===== config.mk =====
export PLATFORM = sky130hd
export DESIGN_NAME = data_chunk_pingpong_flat
export DESIGN_NICKNAME = d
export VERILOG_FILES = /design/src/rtl/npu_chunk_pkg.sv /design/src/rtl/data_chunk_pingpong_if.sv /design/src/rtl/data_chunk_bank.sv /design/src/rtl/data_chunk_pingpong.sv /design/src/flat_wrapper.sv
export SDC_FILE = /design/constraint.sdc
export NUM_CORES = 2
export LEC_CHECK = 0
export BUFFER_PORTS_ARGS = -buffer_cell sky130_fd_sc_hd__clkbuf_2
export CAP_MARGIN = 10
export CORE_UTILIZATION = 47
export CTS_BUF_LIST = sky130_fd_sc_hd__clkbuf_8
export CTS_CLUSTER_DIAMETER = 120
export CTS_CLUSTER_SIZE = 20
export DETAILED_ROUTE_END_ITERATION = 10
export PLACE_DENSITY = 0.73
export RECOVER_POWER = 100
export SYNTH_ARGS = -nofsm -noshare
export SYNTH_HDL_FRONTEND = slang
export SYNTH_SLANG_ARGS = --single-unit

===== constraint.sdc =====
create_clock -name clk_i -period 45.6 [get_ports clk_i]
set_input_delay 2.28 -clock clk_i [delete_from_list [all_inputs] [get_ports clk_i]]
set_output_delay 2.28 -clock clk_i [all_outputs]
set_load 0.005 [all_outputs]

===== src/rtl/npu_chunk_pkg.sv =====
// Shared sizing defaults and bank state encoding for the ping-pong sparse chunk store.
package npu_chunk_pkg;
   localparam int MEM_SIZE_DEF        = 256;
   localparam int BUS_SIZE_DEF        = 32;
   localparam int PREFIX_SUM_SIZE_DEF = 32;
   localparam int DATA_W_DEF          = 8;
   localparam int BEATS_DEF           = MEM_SIZE_DEF / BUS_SIZE_DEF;
   localparam int SMAP_RD_NUM_DEF     = MEM_SIZE_DEF / PREFIX_SUM_SIZE_DEF;

   typedef enum logic [1:0] {
      EMPTY   = 2'd0,
      FILLING = 2'd1,
      FULL    = 2'd2
   } bank_state_e;
endpackage


===== src/rtl/data_chunk_pingpong_if.sv =====
// Loader beat stream and PE read port of the ping-pong chunk store.
interface data_chunk_pingpong_if
   import npu_chunk_pkg::*;
#(
   parameter int MEM_SIZE        = MEM_SIZE_DEF,
   parameter int BUS_SIZE        = BUS_SIZE_DEF,
   parameter int PREFIX_SUM_SIZE = PREFIX_SUM_SIZE_DEF,
   parameter int DATA_W          = DATA_W_DEF
) ();
   localparam int BEATS       = MEM_SIZE / BUS_SIZE;
   localparam int SMAP_RD_NUM = MEM_SIZE / PREFIX_SUM_SIZE;
   localparam int AW          = $clog2(MEM_SIZE) + 1;
   localparam int SW          = $clog2(SMAP_RD_NUM);
   localparam int BW          = $clog2(BEATS) + 1;

   logic                       wr_valid_i;
   logic                       wr_ready_o;
   logic [BUS_SIZE-1:0]        wr_sparsemap_i;
   logic [BUS_SIZE*DATA_W-1:0] wr_nonzero_data_i;
   logic                       wr_last_i;
   logic                       rd_valid_o;
   logic                       rd_release_i;
   logic [AW-1:0]              rd_addr_i;
   logic [DATA_W-1:0]          rd_data_o;
   logic [SW-1:0]              rd_sparsemap_addr_i;
   logic [PREFIX_SUM_SIZE-1:0] rd_sparsemap_o;
   logic [BW-1:0]              rd_beats_o;
   logic [AW-1:0]              rd_nz_count_o;

   modport slave (
      input  wr_valid_i, wr_sparsemap_i, wr_nonzero_data_i, wr_last_i,
      input  rd_release_i, rd_addr_i, rd_sparsemap_addr_i,
      output wr_ready_o, rd_valid_o, rd_data_o, rd_sparsemap_o, rd_beats_o, rd_nz_count_o
   );

   modport master (
      output wr_valid_i, wr_sparsemap_i, wr_nonzero_data_i, wr_last_i,
      output rd_release_i, rd_addr_i, rd_sparsemap_addr_i,
      input  wr_ready_o, rd_valid_o, rd_data_o, rd_sparsemap_o, rd_beats_o, rd_nz_count_o
   );
endinterface


===== src/rtl/data_chunk_bank.sv =====
// One chunk bank: sparsemap and nonzero byte storage, beat/popcount counters, masked reads.
module data_chunk_bank
   import npu_chunk_pkg::*;
#(
   parameter int MEM_SIZE        = MEM_SIZE_DEF,
   parameter int BUS_SIZE        = BUS_SIZE_DEF,
   parameter int PREFIX_SUM_SIZE = PREFIX_SUM_SIZE_DEF,
   parameter int DATA_W          = DATA_W_DEF
) (
   input  logic                                          clk,
   input  logic                                          rst_n,
   input  logic                                          wr_en,
   input  logic                                          wr_first,
   input  logic [BUS_SIZE-1:0]                           wr_sparsemap,
   input  logic [BUS_SIZE*DATA_W-1:0]                    wr_data,
   input  logic [$clog2(MEM_SIZE):0]                     rd_addr,
   input  logic [$clog2(MEM_SIZE/PREFIX_SUM_SIZE)-1:0]   rd_sparsemap_addr,
   output logic [DATA_W-1:0]                             rd_data,
   output logic [PREFIX_SUM_SIZE-1:0]                    rd_sparsemap,
   output logic [$clog2(MEM_SIZE/BUS_SIZE):0]            beats,
   output logic [$clog2(MEM_SIZE):0]                     nz_count
);
   localparam int AW = $clog2(MEM_SIZE) + 1;
   localparam int MW = $clog2(MEM_SIZE);
   localparam int BW = $clog2(MEM_SIZE / BUS_SIZE) + 1;

   logic [MEM_SIZE-1:0] smap;
   logic [DATA_W-1:0]   mem [MEM_SIZE];
   logic [BW-1:0]       beat_cnt;
   logic [AW-1:0]       nz_cnt;
   logic [BW-1:0]       idx;
   logic [AW-1:0]       beat_pop;
   logic [MW-1:0]       wr_base;
   logic [MW-1:0]       rd_idx;
   logic [MW-1:0]       rd_sbase;
   int                  limit;
   int                  smap_pos;

   // A new chunk overwrites from beat 0; stale bytes past the close are hidden by the read mask.
   assign idx      = wr_first ? '0 : beat_cnt;
   assign beat_pop = AW'($countones(wr_sparsemap));
   assign wr_base  = MW'(int'(idx) * BUS_SIZE);

   always_ff @(posedge clk) begin
      if (wr_en) begin
         smap[wr_base +: BUS_SIZE] <= wr_sparsemap;
         for (int i = 0; i < BUS_SIZE; i++)
            mem[wr_base + MW'(i)] <= wr_data[i*DATA_W +: DATA_W];
      end
   end

   always_ff @(posedge clk or negedge rst_n) begin
      if (!rst_n) begin
         beat_cnt <= '0;
         nz_cnt   <= '0;
      end else if (wr_en) begin
         beat_cnt <= idx + BW'(1);
         nz_cnt   <= (wr_first ? '0 : nz_cnt) + beat_pop;
      end
   end

   // Data addresses are 1-based; address 0 and anything past the written beats read as zero.
   assign limit    = int'(beat_cnt) * BUS_SIZE;
   assign rd_idx   = MW'(rd_addr - AW'(1));
   assign smap_pos = int'(rd_sparsemap_addr) * PREFIX_SUM_SIZE;
   assign rd_sbase = MW'(smap_pos);

   assign rd_data      = (rd_addr == '0 || int'(rd_addr) > limit) ? '0 : mem[rd_idx];
   assign rd_sparsemap = (smap_pos >= limit) ? '0 : smap[rd_sbase +: PREFIX_SUM_SIZE];
   assign beats        = beat_cnt;
   assign nz_count     = nz_cnt;
endmodule


===== src/rtl/data_chunk_pingpong.sv =====
// Double-buffered sparse chunk store: loader fills one bank while the PE reads the other.
module data_chunk_pingpong
   import npu_chunk_pkg::*;
#(
   parameter int MEM_SIZE        = MEM_SIZE_DEF,
   parameter int BUS_SIZE        = BUS_SIZE_DEF,
   parameter int PREFIX_SUM_SIZE = PREFIX_SUM_SIZE_DEF,
   parameter int DATA_W          = DATA_W_DEF
) (
   input logic                  clk_i,
   input logic                  rst_ni,
   data_chunk_pingpong_if.slave bus
);
   localparam int BEATS = MEM_SIZE / BUS_SIZE;
   localparam int AW    = $clog2(MEM_SIZE) + 1;
   localparam int BW    = $clog2(BEATS) + 1;

   localparam logic [1:0] ST_EMPTY   = EMPTY;
   localparam logic [1:0] ST_FILLING = FILLING;
   localparam logic [1:0] ST_FULL    = FULL;

   logic [1:0][1:0]            state;
   logic                       wr_bank;
   logic                       rd_bank;
   logic                       accept;
   logic                       first;
   logic                       close;
   logic                       release_ok;
   logic [BW-1:0]              beat_idx;
   logic [BW-1:0]              bank_beats [2];
   logic [AW-1:0]              bank_nz    [2];
   logic [DATA_W-1:0]          bank_data  [2];
   logic [PREFIX_SUM_SIZE-1:0] bank_smap  [2];

   assign bus.wr_ready_o = (state[wr_bank] != ST_FULL);
   assign accept         = bus.wr_valid_i && bus.wr_ready_o;
   assign first          = (state[wr_bank] == ST_EMPTY);
   assign beat_idx       = first ? '0 : bank_beats[wr_bank];
   assign close          = accept && (bus.wr_last_i || beat_idx == BW'(BEATS - 1));
   assign release_ok     = bus.rd_release_i && (state[rd_bank] == ST_FULL);

   for (genvar g = 0; g < 2; g++) begin : g_bank
      data_chunk_bank #(
         .MEM_SIZE        (MEM_SIZE),
         .BUS_SIZE        (BUS_SIZE),
         .PREFIX_SUM_SIZE (PREFIX_SUM_SIZE),
         .DATA_W          (DATA_W)
      ) u_bank (
         .clk               (clk_i),
         .rst_n             (rst_ni),
         .wr_en             (accept && (wr_bank == 1'(g))),
         .wr_first          (first),
         .wr_sparsemap      (bus.wr_sparsemap_i),
         .wr_data           (bus.wr_nonzero_data_i),
         .rd_addr           (bus.rd_addr_i),
         .rd_sparsemap_addr (bus.rd_sparsemap_addr_i),
         .rd_data           (bank_data[g]),
         .rd_sparsemap      (bank_smap[g]),
         .beats             (bank_beats[g]),
         .nz_count          (bank_nz[g])
      );
   end

   // Release only ever hits a FULL bank and a beat only a non-FULL one, so per-bank updates never collide.
   always_ff @(posedge clk_i or negedge rst_ni) begin
      if (!rst_ni) begin
         state   <= {ST_EMPTY, ST_EMPTY};
         wr_bank <= 1'b0;
         rd_bank <= 1'b0;
      end else begin
         for (int b = 0; b < 2; b++) begin
            if (release_ok && rd_bank == 1'(b))
               state[b] <= ST_EMPTY;
            else if (accept && wr_bank == 1'(b))
               state[b] <= close ? ST_FULL : ST_FILLING;
         end
         wr_bank <= wr_bank ^ close;
         rd_bank <= rd_bank ^ release_ok;
      end
   end

   assign bus.rd_valid_o     = (state[rd_bank] == ST_FULL);
   assign bus.rd_data_o      = bus.rd_valid_o ? bank_data[rd_bank]  : '0;
   assign bus.rd_sparsemap_o = bus.rd_valid_o ? bank_smap[rd_bank]  : '0;
   assign bus.rd_beats_o     = bus.rd_valid_o ? bank_beats[rd_bank] : '0;
   assign bus.rd_nz_count_o  = bus.rd_valid_o ? bank_nz[rd_bank]    : '0;
endmodule


===== src/flat_wrapper.sv =====
// flat-port wrapper written by rule: the top's interface ports become plain ports
module data_chunk_pingpong_flat import npu_chunk_pkg::*;
#(
   parameter int MEM_SIZE        = MEM_SIZE_DEF,
   parameter int BUS_SIZE        = BUS_SIZE_DEF,
   parameter int PREFIX_SUM_SIZE = PREFIX_SUM_SIZE_DEF,
   parameter int DATA_W          = DATA_W_DEF
)
  (clk_i, rst_ni, bus_wr_valid_i, bus_wr_sparsemap_i, bus_wr_nonzero_data_i, bus_wr_last_i, bus_rd_release_i, bus_rd_addr_i, bus_rd_sparsemap_addr_i, bus_wr_ready_o, bus_rd_valid_o, bus_rd_data_o, bus_rd_sparsemap_o, bus_rd_beats_o, bus_rd_nz_count_o);
  data_chunk_pingpong_if #(.MEM_SIZE(MEM_SIZE), .BUS_SIZE(BUS_SIZE), .PREFIX_SUM_SIZE(PREFIX_SUM_SIZE), .DATA_W(DATA_W)) bus_i ();
  input logic clk_i;
  input logic rst_ni;
  input wire logic [$bits(bus_i.wr_valid_i)-1:0] bus_wr_valid_i;
  input wire logic [$bits(bus_i.wr_sparsemap_i)-1:0] bus_wr_sparsemap_i;
  input wire logic [$bits(bus_i.wr_nonzero_data_i)-1:0] bus_wr_nonzero_data_i;
  input wire logic [$bits(bus_i.wr_last_i)-1:0] bus_wr_last_i;
  input wire logic [$bits(bus_i.rd_release_i)-1:0] bus_rd_release_i;
  input wire logic [$bits(bus_i.rd_addr_i)-1:0] bus_rd_addr_i;
  input wire logic [$bits(bus_i.rd_sparsemap_addr_i)-1:0] bus_rd_sparsemap_addr_i;
  output wire logic [$bits(bus_i.wr_ready_o)-1:0] bus_wr_ready_o;
  output wire logic [$bits(bus_i.rd_valid_o)-1:0] bus_rd_valid_o;
  output wire logic [$bits(bus_i.rd_data_o)-1:0] bus_rd_data_o;
  output wire logic [$bits(bus_i.rd_sparsemap_o)-1:0] bus_rd_sparsemap_o;
  output wire logic [$bits(bus_i.rd_beats_o)-1:0] bus_rd_beats_o;
  output wire logic [$bits(bus_i.rd_nz_count_o)-1:0] bus_rd_nz_count_o;
  assign bus_i.wr_valid_i = bus_wr_valid_i;
  assign bus_i.wr_sparsemap_i = bus_wr_sparsemap_i;
  assign bus_i.wr_nonzero_data_i = bus_wr_nonzero_data_i;
  assign bus_i.wr_last_i = bus_wr_last_i;
  assign bus_i.rd_release_i = bus_rd_release_i;
  assign bus_i.rd_addr_i = bus_rd_addr_i;
  assign bus_i.rd_sparsemap_addr_i = bus_rd_sparsemap_addr_i;
  assign bus_wr_ready_o = bus_i.wr_ready_o;
  assign bus_rd_valid_o = bus_i.rd_valid_o;
  assign bus_rd_data_o = bus_i.rd_data_o;
  assign bus_rd_sparsemap_o = bus_i.rd_sparsemap_o;
  assign bus_rd_beats_o = bus_i.rd_beats_o;
  assign bus_rd_nz_count_o = bus_i.rd_nz_count_o;
  data_chunk_pingpong #(.MEM_SIZE(MEM_SIZE), .BUS_SIZE(BUS_SIZE), .PREFIX_SUM_SIZE(PREFIX_SUM_SIZE), .DATA_W(DATA_W)) u_core (.clk_i(clk_i), .rst_ni(rst_ni), .bus(bus_i));
endmodule

### After elaboration in Yosys (flattened, before gate mapping)

Memories as Yosys holds them, arrays and structs flattened.
Cells that the tools add are included.

| cells by class | value |
|---|---|
| $add $sub $neg | 100 |
| multiply operators | 0 |
| divide/modulo/power cells | 0 |
| order comparisons | 8 |
| equal/unequal tests | 3 |
| shifts and indexed selects | 6 |
| muxes and demuxes | 43 |
| bitwise operators | 6 |
| reduce and logical (&&, ||, !) cells | 14 |

Operators by type and width:

| cell | number |
|---|---|
| 256-bit bitwise mux | 2 |
| 32-bit by 10-bit variable shift with 256-bit output (first input constant) | 2 |
| 256-bit by 9-bit variable part select with 32-bit output | 2 |
| 32-bit by 10-bit variable part select with 256-bit output | 2 |
| 8-bit by 5-bit adder with 8-bit output (second input constant) | 32 |
| 32-bit 2-to-1 mux | 6 |
| 8-bit by 4-bit adder with 8-bit output (second input constant) | 16 |
| 8-bit by 3-bit adder with 8-bit output (second input constant) | 8 |
| 9-bit 2-to-1 mux | 6 |
| 8-bit 2-to-1 mux | 6 |
| 4-bit 2-to-1 mux | 10 |
| 1-bit by 1-bit adder with 2-bit output | 16 |
| 8-bit by 2-bit adder with 8-bit output (second input constant) | 4 |
| 2-bit by 2-bit adder with 3-bit output | 8 |
| 8-bit negation with 10-bit output | 2 |
| 8-bit by 9-bit greater-or-equal comparator with 1-bit output | 2 |
| 9-bit greater-than comparator | 2 |
| 2-bit 2-to-1 mux | 9 |
| 3-bit by 3-bit adder with 4-bit output | 4 |
| 8-bit by 1-bit adder with 8-bit output (second input constant) | 2 |
| 4-bit by 4-bit adder with 5-bit output | 2 |
| 9-bit by 6-bit adder with 9-bit output | 1 |
| 9-bit adder | 1 |
| 9-bit logical NOT | 1 |
| other kinds (16) | 34 |

| word-level totals | value |
|---|---|
| register bits after elaboration | 544 |
| bits in latches | 0 |
| bits in writable memories | 4096 |
| ROM bits | 0 |
| output and inout port bits | 55 |
| memories | 2 |

Memories:

| memory | words | bits a word | read ports | clocked after memory_dff | write ports | RTL line | text |
|---|---|---|---|---|---|---|---|
| u_core.g_bank[0].u_bank.mem | 256 | 8 | 1 | 0 | 32 | data_chunk_bank.sv:28 | `logic [DATA_W-1:0] mem [MEM_SIZE];` |
| u_core.g_bank[1].u_bank.mem | 256 | 8 | 1 | 0 | 32 | data_chunk_bank.sv:28 |  |

### Logic depth before layout (Yosys ltp)

| depth | value |
|---|---|
| word-level depth | 11 |
| mapped depth | 23 |
| gate-level depth less buffers | 22 |

### By module

A second synthesis with hierarchy kept.

| second synthesis, totals | value |
|---|---|
| cells, all modules | 8834 |
| area, all modules | 184873.6 um^2 |

By module, submodules not included:

| module | times used | cells each | area an instance (um^2) | sequential area each (um^2) |
|---|---|---|---|---|
| data_chunk_bank at u_core.g_bank[0].u_bank | 1 | 4340 | 92139.6 | 69511.7 |
| data_chunk_bank at u_core.g_bank[1].u_bank | 1 | 4332 | 91556.6 | 69511.7 |
| data_chunk_pingpong | 1 | 162 | 1177.4 | 150.1 |

### Worst setup path after synthesis

No wires, ideal clock.

| path | value |
|---|---|
| kind | input -> register |
| from | input bus_wr_valid_i |
| to | memory u_core.g_bank[1].u_bank.mem[128][0] (netlist bit), enable pin |
| library setup time | 1.499 ns |
| arrival | 26.869 ns |
| slack | 17.232 ns |
| cell stages on the path | 3 |
| buffers on the path | 1 |
| path through | nand3_1 clkbuf_1 nor4_1 |

RTL lines:

| what | RTL line | text |
|---|---|---|
| start: declaration | flat_wrapper.sv:13 | `input wire logic [$bits(bus_i.wr_valid_i)-1:0] bus_wr_valid_i;` |
| end: declaration | data_chunk_bank.sv:28 |  |

### Final worst setup path

| path | value |
|---|---|
| from | input bus_rd_addr_i[0] |
| to | output bus_rd_data_o[3] |

| between the ends | value |
|---|---|
| longest elaborated chain between the ends | 7 |
| elaborated cells on any way between the ends | 14 |

RTL lines:

| what | RTL line | text |
|---|---|---|
| start: declaration | flat_wrapper.sv:18 | `input wire logic [$bits(bus_i.rd_addr_i)-1:0] bus_rd_addr_i;` |
| 8-bit by 1-bit subtractor with 8-bit output (tied with other cells) | data_chunk_bank.sv:64 | `assign rd_idx = MW'(rd_addr - AW'(1));` |
| memory read 256 x 8 bit or 1-bit logical OR (tied branches) | -- |  |
| 8-bit 2-to-1 mux | data_chunk_bank.sv:68 | `assign rd_data = (rd_addr == '0 \|\| int'(rd_addr) > limit) ? '0 : mem[rd_idx];` |
| 8-bit 2-to-1 mux (implied by the code) * (3 in a row) | data_chunk_pingpong.sv:83 | `assign bus.rd_data_o = bus.rd_valid_o ? bank_data[rd_bank] : '0;` |
| 8-bit 2-to-1 mux * | data_chunk_pingpong.sv:83 |  |
| end: declaration | flat_wrapper.sv:22 | `output wire logic [$bits(bus_i.rd_data_o)-1:0] bus_rd_data_o;` |

Mark *: on every way between the ends. The rest lies on a longest branch, timed or not. The select of a mux whose other input is x is not followed.

==> metrics.md <==
| Metric | Value |
|---|---|
| Cells after DPL | `13,300` |
| Synth Flop Type | `edfxtp_1` |
| Yosys warns | `0` |
| Worst r2r dst | `u_core.g_bank[1].u_bank.mem[223][1]` |
| Failing checks | `max-capacitance violations, max-slew violations` |
| Share of post-route cells with drive strength above 1 | `22.5%` |
| Largest net degree at the start of global routing | `171` |
| Mux cell area share after synthesis | `17.5%` |
| Clk pwr share | `20.4%` |
| Max Clk Rate | `48.9 MHz` |
| Synth Area in Compound Gates | `1.30%` |
| Filler cell count | `29,700` |
| Synth Area in Adders | `0.585%` |
| Slew HR | `-510%` |
| Final clock skew | `0.0942 ns` |
| Gr ovfl total | `0` |
| Setup Viol. Count Final | `0` |
| Sw Share | `29.3%` |
| Hold path start | `u_core.g_bank[0].u_bank.nz_count[0]` |
| Placed cell area | `190,000 µm²` |
| Setup_tns | `0 ns` |
| Main area contributors after synthesis | `edfxtp_1, mux4_2, nor3_1` |
| Hold crit path type | `register to register` |
| TritonCTS clock tree | `built` |
| Die Y | `625 µm` |
| Setup bufs post-CTS | `0` |
| Internal power component | `0.00630 W` |
| 1st-iter DRT viols | `12,800` |
| Tmin final | `20.47 ns` |
| Final WL | `467,000 µm` |
| Drt first pass iters | `6` |
| CTS max path bufs | `4` |
| Crit. End Element | `primary output` |
| Chip Width | `625 µm` |
| Pwr/cell area | `46.0 nW/µm²` |
| Global-route wire length before repair | `655,000 µm` |
| Critical Path Start Type | `input port` |
| Core ar. | `386,000 µm²` |
| Layout overhead on the synthesized area | `6.21%` |
| Max-slew violations | `6,035` |
| TritonCTS Buffers | `271` |
| Worst Hold Path EP | `u_core.g_bank[0].u_bank.nz_count[0]` |
| Clock slew at reported path FFs | `0.13 ns` |
| # clock sinks | `4,640` |
| Leakage | `58.3 nW` |
| Ports | `360` |
| Reg2Reg Launch Point | `u_core.wr_bank` |
| RSZ-0062 raised after global routing | `false` |
| Simple-gate share of the synthesized area | `2.59%` |
| Sequential Power Share | `58.7%` |
| Worst endpoint required time | `43.32 ns` |
| Die Footprint | `390,000 µm²` |
| Largest family of logic cells by synthesized area | `multiplexers` |
| Outcome | `finished, violations left` |
| Net Count, Synth | `8,405` |
| Avg Cell Area, Syn | `22.7 µm²` |
| Max Cap Violations | `109` |
| Hold-fix buffers, CTS | `0` |
| Initial core utilization | `47.2%` |
| # rows | `228` |
| Share of the yosys chip area belonging to registers | `76.3%` |
| Vias after detailed routing | `87,800` |
| Clk Tree Root Cell | `clkbuf_8` |
| Slew @ Worst Pin | `9.15 ns` |
| Clock Latency Late Sink | `1.13 ns` |
| Post-synth EDFFs | `4,608` |
| Layout net count | `8,723` |
| Hold slack | `0.521 ns` |
| Comb power frac | `20.9%` |
| Finished Layout Cells | `13,700` |
| Yosys top cell area share | `75.9%` |
| Post-route cell area | `194,000 µm²` |
| Antenna violations before repair | `152` |
| Unique masters post-synth | `62` |
| Post-synth top area cell | `edfxtp_1` |
| CP arrival | `18.19 ns` |
| Post-Synth XOR/XNOR Area | `0.152%` |
| Worst-path fanout max | `67` |
| Post-CTS resize count | `0` |
| Max IR drop VDD | `106 µV` |
| Critical path launch point | `bus_rd_addr_i[0]` |
| Core Util, Final | `50.2%` |
| Number of global-route vias before repair | `87,800` |
| Via/cell ratio | `6.41` |
| Cells after synthesis | `8,032` |
| FF-to-FF setup slack | `28.51 ns` |
| H-tree depth | `5` |
| Wire per inst | `34.1 µm` |
| Register bit total from synthesis | `4,640` |
| FF-to-FF path depth | `10` |
| Sw Pwr | `0.00261 W` |
| DRC viols | `0` |
| Critical path type | `input port to primary output` |
| Fin crit share | `44.9%` |
| Buffers on Ports | `359` |
| Placer Congestion | `0.825` |
| Synth Cell Area | `182,000 µm²` |
| HPWL Detailed | `271,000 µm` |
| Hold depth | `2` |
| GRT Util Overall | `23.6%` |
| Final Hold Fails | `0` |
| Ys async rst share | `0.690%` |
| ANT nets after route | `0` |
-- cells in the mapped netlist, types with 3 or more instances --
library cell and number:
a31oi_1 11, xnor2_1 12, fa_1 26, and3_1 98, nand2b_1 10, o22a_1 40
a22o_1 23, buf_2 122, o21ai_0 26, a22oi_1 88, buf_6 34, a21o_1 16
mux2i_1 125, a21oi_1 70, dfrtp_1 32, nor2_1 83, xor2_1 9, buf_1 39
o21a_1 4, and2_1 145, inv_1 78, a32oi_1 9, mux4_2 1360, nor3_1 355
nor2b_1 4, nor4_1 13, a211oi_1 10, edfxtp_1 4608, nand3_1 20, buf_4 52
o22ai_1 8, clkbuf_1 255, o21ai_1 4, nand2_1 136, o21ai_2 3, nor3_2 9
ha_1 42, nand4bb_1 8, nor3b_1 3, o41ai_2 8
-- cells by family after synthesis --
group,Yosys count
flops,4640
mux,1487
simple gates,899
buf+inv,580
compound gates,330
fa+ha+maj,70
xor+xnor,26
-- critical path, stage by stage --
cell       delay, ns
buf_12          0.35
clkbuf_1        2.04
clkbuf_1        2.50
clkbuf_1        2.75
clkbuf_1        2.91
buf_4           1.07
buf_4           0.83
buf_4           0.63
mux4_2          0.58
mux4_2          0.49
a22oi_1         0.52
and3_1          0.24
nand4bb_1       0.15
o41ai_2         0.21
clkbuf_2        0.19
-- state kept, by name (all words and copies together), names as in the netlist --
| register | count |
|---|---|
| u_core.g_bank.u_bank.nz_count | 18 |
| u_core.g_bank.u_bank.smap | 512 |
| u_core.rd_bank | 1 |
| u_core.g_bank.u_bank.mem | 4096 |
| u_core.g_bank.u_bank.beats | 8 |
| u_core.state | 4 |
| u_core.wr_bank | 1 |
-- area by class of cell --
class                   instances  area, µm²  share of cell area, %
repair buffers                547       2660                   1.37
inverters                      78        293                  0.151
diodes                        126        315                  0.163
clock inverters                34        273                  0.141
flip-flops and latches       4640     139000                   71.9
well taps                    5175       6470                   3.34
multi-input cells            2812      40600                   20.9
clock buffers                 281       3870                   2.00
-- cell usage in the layout, fill, tap and decap left out, drive strengths merged, types with 10 or more instances in the layout --
cell type	netlist	layout
nor2	85	85
nor3	364	364
a22oi	88	88
a211oi	10	10
mux4	1360	1360
and3	98	98
mux2i	125	125
ha	42	42
a21o	16	16
a31oi	11	11
xor2	10	10
and2	145	145
clkbuf	255	738
nand3	20	20
xnor2	14	14
o22a	40	40
diode	0	126
nand2	137	137
clkinvlp	0	10
nor4	13	13
buf	247	90
fa	26	26
o21ai	33	33
inv	78	97
a22o	23	23
dfrtp	32	32
nand2b	10	10
a21oi	70	70
edfxtp	4608	4608
-- worst max path at each step --
stage / to / cells after the start
floorplan: u_core.g_bank[1].u_bank.mem[128][0] / 3
global placement: bus_rd_data_o[2] / 15
detailed placement: bus_rd_data_o[3] / 15
CTS: bus_rd_data_o[3] / 15
global route: bus_rd_data_o[3] / 15
finish: bus_rd_data_o[3] / 15
-- metrics by stage --
step,setup WS (ns),power (W)
2_1_floorplan,17.23,0.00653
3_3_place_gp,31.94,0.00706
3_5_place_dp,32.09,0.00714
4_1_cts,32.09,0.00889
5_1_grt,22.91,0.00918
6_report,25.13,0.00891
-- metal layers --
metal	vias up	GRT usage, %	part of all wire [%]
met5	-	0	0.11
met4	76	9.63	4.1
met2	5552	38.6	49
li1	34400	-	-
met1	46900	30.5	35
met3	864	5.53	11
-- power groups by stage --
stage               Sequential, W  Combinational [W]  Clock [W]
global placement          0.00525            0.00181          0
floorplan                 0.00539            0.00114          0
detailed placement        0.00528            0.00186          0
CTS                       0.00518            0.00187    0.00184
finish                    0.00523            0.00187    0.00182
global route              0.00525            0.00196    0.00197
No activity file was read; power rests on OpenSTA's default activity.
